[src/rtl/hero_input_ctrl_pkg.sv]
// Shared codes for the HEROE hero input path: screens, keypad keys, hero actions
// and the action FSM state encoding.
package heroe_pkg;

  typedef enum logic [2:0] {
    SCR_OFF  = 3'd0,
    SCR_WLCM = 3'd1,
    SCR_CH   = 3'd2,
    SCR_GAME = 3'd3,
    SCR_WL   = 3'd4,
    SCR_PA   = 3'd5
  } screen_t;

  typedef enum logic [4:0] {
    KEY_CROUCH = 5'd0,
    KEY_LEFT   = 5'd4,
    KEY_OK     = 5'd5,
    KEY_RIGHT  = 5'd6,
    KEY_FLY    = 5'd8,
    KEY_JUMP   = 5'd9
  } key_t;

  typedef enum logic [1:0] {
    ACT_IDLE   = 2'd0,
    ACT_JUMP   = 2'd1,
    ACT_FLY    = 2'd2,
    ACT_CROUCH = 2'd3
  } act_t;

  typedef enum logic [1:0] {
    ST_IDLE,
    ST_ACTIVE,
    ST_COOLDOWN
  } act_state_t;

  function automatic int max3(input int a, input int b, input int c);
    int m;
    m = (a > b) ? a : b;
    return (m > c) ? m : c;
  endfunction

  // Non-action keys map to ACT_IDLE, which the FSM treats as "no action".
  function automatic logic [1:0] action_of(input logic [4:0] k);
    case (k)
      KEY_JUMP:   return ACT_JUMP;
      KEY_FLY:    return ACT_FLY;
      KEY_CROUCH: return ACT_CROUCH;
      default:    return ACT_IDLE;
    endcase
  endfunction

endpackage

[src/rtl/hero_input_ctrl_key_debounce.sv]
// Debounces the raw keypad "key down" level into one-shot press/release events,
// latching the key code on the qualifying press edge.
module key_debounce #(
  parameter int DEBOUNCE = 16,
  parameter int CW       = $clog2(DEBOUNCE + 1)
) (
  input  logic       clk,
  input  logic       rst_n,
  input  logic       raw,
  input  logic [4:0] key,
  output logic       press_evt,
  output logic       rel_evt,
  output logic [4:0] key_q
);

  logic          level;
  logic [CW-1:0] cnt;

  // Any cycle where raw agrees with the debounced level restarts the qualification.
  always_ff @(posedge clk or negedge rst_n) begin
    if (!rst_n) begin
      level     <= 1'b0;
      cnt       <= '0;
      press_evt <= 1'b0;
      rel_evt   <= 1'b0;
      key_q     <= '0;
    end else begin
      press_evt <= 1'b0;
      rel_evt   <= 1'b0;
      if (raw == level) begin
        cnt <= '0;
      end else if (cnt == CW'(DEBOUNCE - 1)) begin
        level <= raw;
        cnt   <= '0;
        if (raw) begin
          press_evt <= 1'b1;
          key_q     <= key;
        end else begin
          rel_evt <= 1'b1;
        end
      end else begin
        cnt <= cnt + CW'(1);
      end
    end
  end

endmodule

[src/rtl/hero_input_ctrl.sv]
// Keypad-to-hero control: hero selection on the CH screen and timed hero
// actions (with cooldown) on the GAME screen.
module hero_input_ctrl
  import heroe_pkg::*;
#(
  parameter int N_HEROES  = 5,
  parameter int HERO_W    = 3,
  parameter int WRAP      = 0,
  parameter int DEBOUNCE  = 16,
  parameter int ACT_HOLD  = 25_000_000,
  parameter int COOLDOWN  = 5_000_000,
  parameter int HOLD_MODE = 0
) (
  input  logic              clk,
  input  logic              rst_n,
  input  logic              keypad_pressed,
  input  logic [4:0]        key,
  input  logic [2:0]        presente,
  output logic [HERO_W-1:0] tipo_h,
  output logic [1:0]        var_h,
  output logic              sel_confirm,
  output logic              act_busy
);

  localparam int CW = $clog2(max3(ACT_HOLD, COOLDOWN, DEBOUNCE) + 1);
  localparam logic [HERO_W-1:0] LAST = HERO_W'(N_HEROES - 1);

  logic          press_evt;
  logic          rel_evt;
  logic [4:0]    key_q;
  act_state_t    state;
  logic [CW-1:0] act_cnt;
  logic          act_done;
  logic          cool_done;
  logic [1:0]    new_act;

  key_debounce #(
    .DEBOUNCE (DEBOUNCE),
    .CW       (CW)
  ) u_debounce (
    .clk       (clk),
    .rst_n     (rst_n),
    .raw       (keypad_pressed),
    .key       (key),
    .press_evt (press_evt),
    .rel_evt   (rel_evt),
    .key_q     (key_q)
  );

  always_ff @(posedge clk or negedge rst_n) begin
    if (!rst_n) begin
      tipo_h      <= '0;
      sel_confirm <= 1'b0;
    end else begin
      sel_confirm <= 1'b0;
      if (press_evt && presente == SCR_CH) begin
        case (key_q)
          KEY_LEFT: begin
            if (tipo_h != '0)      tipo_h <= tipo_h - HERO_W'(1);
            else if (WRAP != 0)    tipo_h <= LAST;
          end
          KEY_RIGHT: begin
            if (tipo_h != LAST)    tipo_h <= tipo_h + HERO_W'(1);
            else if (WRAP != 0)    tipo_h <= '0;
          end
          KEY_OK:  sel_confirm <= 1'b1;
          default: ;
        endcase
      end
    end
  end

  always_comb begin
    act_done  = (HOLD_MODE != 0) ? rel_evt : (act_cnt == CW'(ACT_HOLD - 1));
    cool_done = (act_cnt == CW'(COOLDOWN - 1));
    new_act   = action_of(key_q);
  end

  // Leaving GAME wins over everything, including a press arriving the same cycle.
  always_ff @(posedge clk or negedge rst_n) begin
    if (!rst_n) begin
      state    <= ST_IDLE;
      act_cnt  <= '0;
      var_h    <= ACT_IDLE;
      act_busy <= 1'b0;
    end else if (presente != SCR_GAME) begin
      state    <= ST_IDLE;
      act_cnt  <= '0;
      var_h    <= ACT_IDLE;
      act_busy <= 1'b0;
    end else begin
      case (state)
        ST_IDLE: begin
          if (press_evt && new_act != ACT_IDLE) begin
            state    <= ST_ACTIVE;
            act_cnt  <= '0;
            var_h    <= new_act;
            act_busy <= 1'b1;
          end
        end
        ST_ACTIVE: begin
          if (act_done) begin
            var_h   <= ACT_IDLE;
            act_cnt <= '0;
            if (COOLDOWN == 0) begin
              state    <= ST_IDLE;
              act_busy <= 1'b0;
            end else begin
              state <= ST_COOLDOWN;
            end
          end else begin
            act_cnt <= act_cnt + CW'(1);
          end
        end
        ST_COOLDOWN: begin
          if (cool_done) begin
            state    <= ST_IDLE;
            act_cnt  <= '0;
            act_busy <= 1'b0;
          end else begin
            act_cnt <= act_cnt + CW'(1);
          end
        end
        default: begin
          state    <= ST_IDLE;
          act_cnt  <= '0;
          var_h    <= ACT_IDLE;
          act_busy <= 1'b0;
        end
      endcase
    end
  end

endmodule
[config.mk]
export PLATFORM = sky130hd
export DESIGN_NAME = hero_input_ctrl
export DESIGN_NICKNAME = d
export VERILOG_FILES = /design/src/rtl/hero_input_ctrl_pkg.sv /design/src/rtl/hero_input_ctrl_key_debounce.sv /design/src/rtl/hero_input_ctrl.sv
export SDC_FILE = /design/constraint.sdc
export NUM_CORES = 1
export LEC_CHECK = 0
export CAP_MARGIN = 0
export CORE_MARGIN = 5
export CORE_UTILIZATION = 55
export CTS_BUF_LIST = sky130_fd_sc_hd__clkbuf_2
export DETAILED_ROUTE_END_ITERATION = 6
export PLACE_DENSITY_LB_ADDON = 0.3
export SLEW_MARGIN = 20
export SYNTH_ARGS = -nofsm -noshare
export SYNTH_HDL_FRONTEND = slang
export SYNTH_HIERARCHICAL = 1
export SYNTH_SLANG_ARGS = --single-unit
[constraint.sdc]
create_clock -name clk -period 4.75 [get_ports clk]
set_input_delay 1.425 -clock clk [delete_from_list [all_inputs] [get_ports clk]]
set_output_delay 1.425 -clock clk [all_outputs]
set_load 0.01 [all_outputs]
# Word level (Yosys, flattened, before mapping)
# Index checks and enable logic that the tools add are counted.
totals:
  wordCells: 78
  mem_count: 0
  mem_bits_ro: 0
  reg_bits: 66
  ramBits: 0
  latch_bits: 0
  inputBits: 11
classes:
  div: 0
  mul: 0
  n_bitwise: 1
  order_cmp: 0
  n_eq_ne: 21
  shift: 0
  muxes: 29
  reduce_logical: 13
  n_addsub: 4
op_table:
  columns: ["operator", "n"]
  rows:
  - ["25-bit 2-to-1 mux", 6]
  - ["25-bit case mux with 3 select lines", 1]
  - ["25-bit by 1-bit adder with 25-bit output, second input constant", 2]
  - ["25-bit by 23-bit == test with 1-bit output, second input constant", 1]
  - ["25-bit == test, second input constant", 1]
  - ["25-bit by 4-bit == test with 1-bit output, second input constant", 1]
  - ["2-bit case mux with 3 select lines", 3]
  - ["5-bit by 3-bit == test with 1-bit output, second input constant", 3]
  - ["2-bit 2-to-1 mux", 7]
  - ["3-bit != test, second input constant", 4]
  - ["3-bit AND reduction", 4]
  - ["5-bit by 4-bit == test with 1-bit output, second input constant", 2]
  - ["1-bit 2-to-1 mux", 8]
  - ["2-bit != test, second input constant", 4]
  - ["3-bit 2-to-1 mux", 2]
  - ["3-bit case mux with 2 select lines", 1]
  - ["5-bit logical NOT", 1]
  - ["4-bit AND reduction", 1]
  - ["2-bit nonzero test", 2]
  - ["3-bit by 1-bit adder with 3-bit output, second input constant", 1]
  - ["3-bit by 2-bit == test with 1-bit output, second input constant", 1]
  - ["3-bit by 2-bit != test with 1-bit output, second input constant", 1]
  - ["1-bit case mux with 3 select lines", 1]
  - ["3-bit nonzero test", 1]
  - ["other kinds (8)", 9]

# Longest topological paths before layout
logic_depth:
  ltp_word: 7
  mapped_depth: 8
  ltp_nobuf: 8

# Hierarchy
# Netlist, hierarchy kept.
modules_own_cells:
  columns: ["mod", "seq_area_each_um2", "area_per_inst_um2", "n_inst", "cells_each"]
  rows:
  - ["hero_input_ctrl", 850.8, 2010.7, 1, 201]
  - ["key_debounce", 825.8, 1670.4, 1, 156]

# Worst setup path before layout
# OpenSTA, ideal clock, no wires.
synth_timing:
  kind: "input -> register"
  from: "in keypad_pressed"
  to: "reg u_debounce.key_q[0]"
  setup_ns: 0.125
  n_path_buf: 0
  arrival_time_ns: 2.502
  t_required_ns: 4.625
  cell_stages: 3
  slack_ns: 2.123
  path_cell_list: "or2b_2 nor4_4 mux2_2"
synth_between:
  elab_chain_cells: 3
synth_rtl:
  columns: ["element", "line_no", "rtl"]
  rows:
  - ["from (decl)", "hero_input_ctrl.sv:16", "input logic keypad_pressed,"]
  - ["1-bit == test", "hero_input_ctrl_key_debounce.sv:30", "if (raw == level) begin"]
  - ["1-bit NOT (no line)", null, null]
  - ["3-bit AND reduction (no line) *", null, null]
  - ["to (signal assigned)", "hero_input_ctrl_key_debounce.sv:37", "key_q <= key;"]
  - ["to (decl)", "hero_input_ctrl_key_debounce.sv:13", "output logic [4:0] key_q"]
# Every way passes the cells marked *; elsewhere a longest branch is shown, timed or not.
# A chain may end at the register's enable or synchronous reset.

# Worst setup path after layout
layout_timing:
  from: "reg tipo_h[0]"
  to: "out tipo_h[0]"
layout_lines:
  columns: ["element", "line_no", "rtl"]
  rows:
  - ["from (decl)", "hero_input_ctrl.sv:19", "output logic [HERO_W-1:0] tipo_h,"]
  - ["from (signal assigned)", "hero_input_ctrl.sv:59", "if (tipo_h != '0) tipo_h <= tipo_h - HERO_W'(1);"]
  - ["from (signal assigned)", "hero_input_ctrl.sv:63", "if (tipo_h != LAST) tipo_h <= tipo_h + HERO_W'(1);"]
# No word-level cell between the ends.

==> summary.txt <==
Setup path
  • Arrival time at the worst endpoint: 1.52 ns
  • Kind of critical path: reg2out
  • Worst Path Max Fanout: 4
  • Top delay family on crit path: buffers and inverters
  • Buffer and inverter count on the worst path: 1
  • CP Data Required Time: 3.32 ns
  • Slowest cell on crit path: clkdlybuf4s50_1
  • Setup crit start kind: flop
  • Largest stage delay, worst path: 0.57 ns
  • CP Capture Type: output port
  • Crit-path cells: clkdlybuf4s50_1

Timing
  • Worst-Margin Slew: 0.967 ns
  • Min cycle time layout: 2.94 ns
  • F_max: 0.340 GHz
  • Relative slew slack: 35.5%
  • Clk_skew: 0.0238 ns
  • Period utilization: 61.9%
  • Fin. Hold Viols: 0
  • Unrepaired setup endpoints after global routing: no
  • TNS Setup: 0 ns
  • Count of final setup violators: 0
  • Max Slew Vio Count: 0

Placed design
  • Detailed placer's ending HPWL: 4840 um
  • Placer Congestion: 0.794
  • Port bufs: 17
  • Placed Cells: 441

Final layout
  • Util after Layout: 63.1%
  • Final nets: 393
  • Final std cells w/o fill: 457
  • Fillers: 510
  • Antenna cells: 0
  • Share of layout cells above drive strength 1: 11.3%
  • Area delta synth->final: 10.4%

Die
  • Die height: 91.5 um
  • Core footprint: 0.00639 sq mm
  • Die X-Extent: 91.5 um
  • Initial Util: 57.2%
  • # rows: 29
  • Die ar.: 0.00836 sq mm
  • Ports: 18

Global routing
  • Largest net degree at the start of global routing: 44
  • Global route overflow: 0
  • First-pass GRT wire length: 12,400 um
  • Vias in the first global route: 2,631
  • Tot GR Track Use: 17.9%
  • Antenna violations before repair: 0

Job
  • Max-Cap Viols: 0

Synth
  • Yosys warns: 6
  • Post-Synthesis Cells: 355
  • Syn Nets: 373
  • Post-synthesis cell area: 0.00365 sq mm
  • Avg Synthesized Cell Area: 10.3 sq um

Detailed routing
  • Drt first pass iters: 4
  • DR DRC count: 0
  • DRT antenna net count: 0
  • Drt first-iter violations: 137
  • Final WL: 7110 um
  • Avg WL per Cell: 15.6 um
  • Vias per cell: 6.02
  • Vias post-DR: 2,749

Min path
  • Min-delay worst type: reg2reg

CTS
  • CTS tree: yes
  • CTS resizes: 0
  • CTS clock-pin slew for the worst setup and hold paths: 0.18 ns
  • CTS buffer count: 9
  • CTS root buffer: clkbuf_2
  • CTS hold repair buffers: 0
  • Clock Path Buffers: 2
  • CTS Sinks: 66
  • Setup Fix Bufs, Post-CTS: 0
  • CTS H-tree lvls: 3
  • Worst skew pair latency: 0.48 ns

Run status
  • Status: finished clean

Power and ir drop
  • LEAKAGE: 1.65 nW
  • Worst VDD drop: 185 uV
  • PwrDens: 261 mW/mm^2
## metal layers
layer / global-route usage, % / wire length, um
met3: 2.98 / 244
met5: 0 / 0
met2: 28.4 / 3420
met1: 24.2 / 3340
met4: 7.21 / 102
## final timing paths
path / startpoint / endpoint / slack, ns / cells after the start
max: tipo_h[0]$_DFFE_PN0P_ / tipo_h[0] / 1.81 / 1
min: tipo_h[2]$_DFFE_PN0P_ / tipo_h[2]$_DFFE_PN0P_ / 0.53 / 1
max reg2reg: act_cnt[0]$_DFFE_PN0P_ / act_cnt[6]$_DFFE_PN0P_ / 1.83 / 7
min reg2reg: tipo_h[2]$_DFFE_PN0P_ / tipo_h[2]$_DFFE_PN0P_ / 0.53 / 1
max in group asynchronous: rst_n / u_debounce/cnt[20]$_DFF_PN0_ / 2.90 / 2
min in group asynchronous: rst_n / act_cnt[17]$_DFFE_PN0P_ / 0.89 / 1
## state kept, by name (all words and copies together), names as in the netlist, 2 cells and up
name / cells
state: 2
act_cnt: 25
u_debounce/cnt: 25
u_debounce/key_q: 5
var_h: 2
tipo_h: 3
## final cells by class
type                            instances  area (sq um)  share of cell area, %
Clock buffer                            9          45.0                   1.12
Clock inverter                          7           118                   2.92
Inverter                               10          37.5                  0.932
Multi-Input combinational cell        269          1900                   47.2
Sequential cell                        66          1650                   41.0
Tap cell                               77          96.3                   2.39
Timing Repair Buffer                   19           180                   4.47
## through the flow
stage / total power [mW] / hold WS, ns / cell area (sq um) / setup slack [ns]
after floorplan: 0.599 / 0.468 / 3650 / 2.12
after global placement: 0.623 / 0.492 / 3860 / 1.45
after detailed placement: 0.624 / 0.507 / 3860 / 1.40
after CTS: 1.06 / 0.533 / 4030 / 1.76
after global routing: 1.09 / 0.572 / 4030 / 1.56
final: 1.05 / 0.527 / 4030 / 1.81
## worst reg2reg max path: cells and delay by family, from the launching register on
family | cells | cell delay, ns
AND/OR/NAND/NOR | 3 | 1.02
adder cells (fa/ha/maj) | 1 | 0.23
AO/OA/AOI/OAI | 3 | 1.17
flip-flops | 1 | 0.44
## where the power goes
group	switching (mW)	total (mW)	internal (mW)
clock	0.213	0.438	0.226
combinational	0.0251	0.0407	0.0157
sequential	0.00552	0.572	0.567
## placed cells by master (no fill, tap or decap), drive strengths merged, types with 3 or more instances in the layout
| cell type | n |
|---|---|
| a21oi | 28 |
| a22o | 8 |
| and3 | 4 |
| and4 | 7 |
| buf | 3 |
| bufinv | 3 |
| clkbuf | 9 |
| clkdlybuf4s50 | 16 |
| dfrtp | 66 |
| ha | 6 |
| inv | 10 |
| mux2 | 7 |
| mux2i | 3 |
| nand2 | 29 |
| nand2b | 3 |
| nand3 | 17 |
| nand4 | 10 |
| nand4bb | 3 |
| nor2 | 26 |
| nor2b | 3 |
| nor3 | 12 |
| nor4 | 10 |
| nor4b | 3 |
| o21ai | 16 |
| o31ai | 11 |
| or3 | 7 |
| or4 | 7 |
| xnor2 | 7 |
| xor2 | 22 |
No activity file was read; power rests on OpenSTA's default activity.
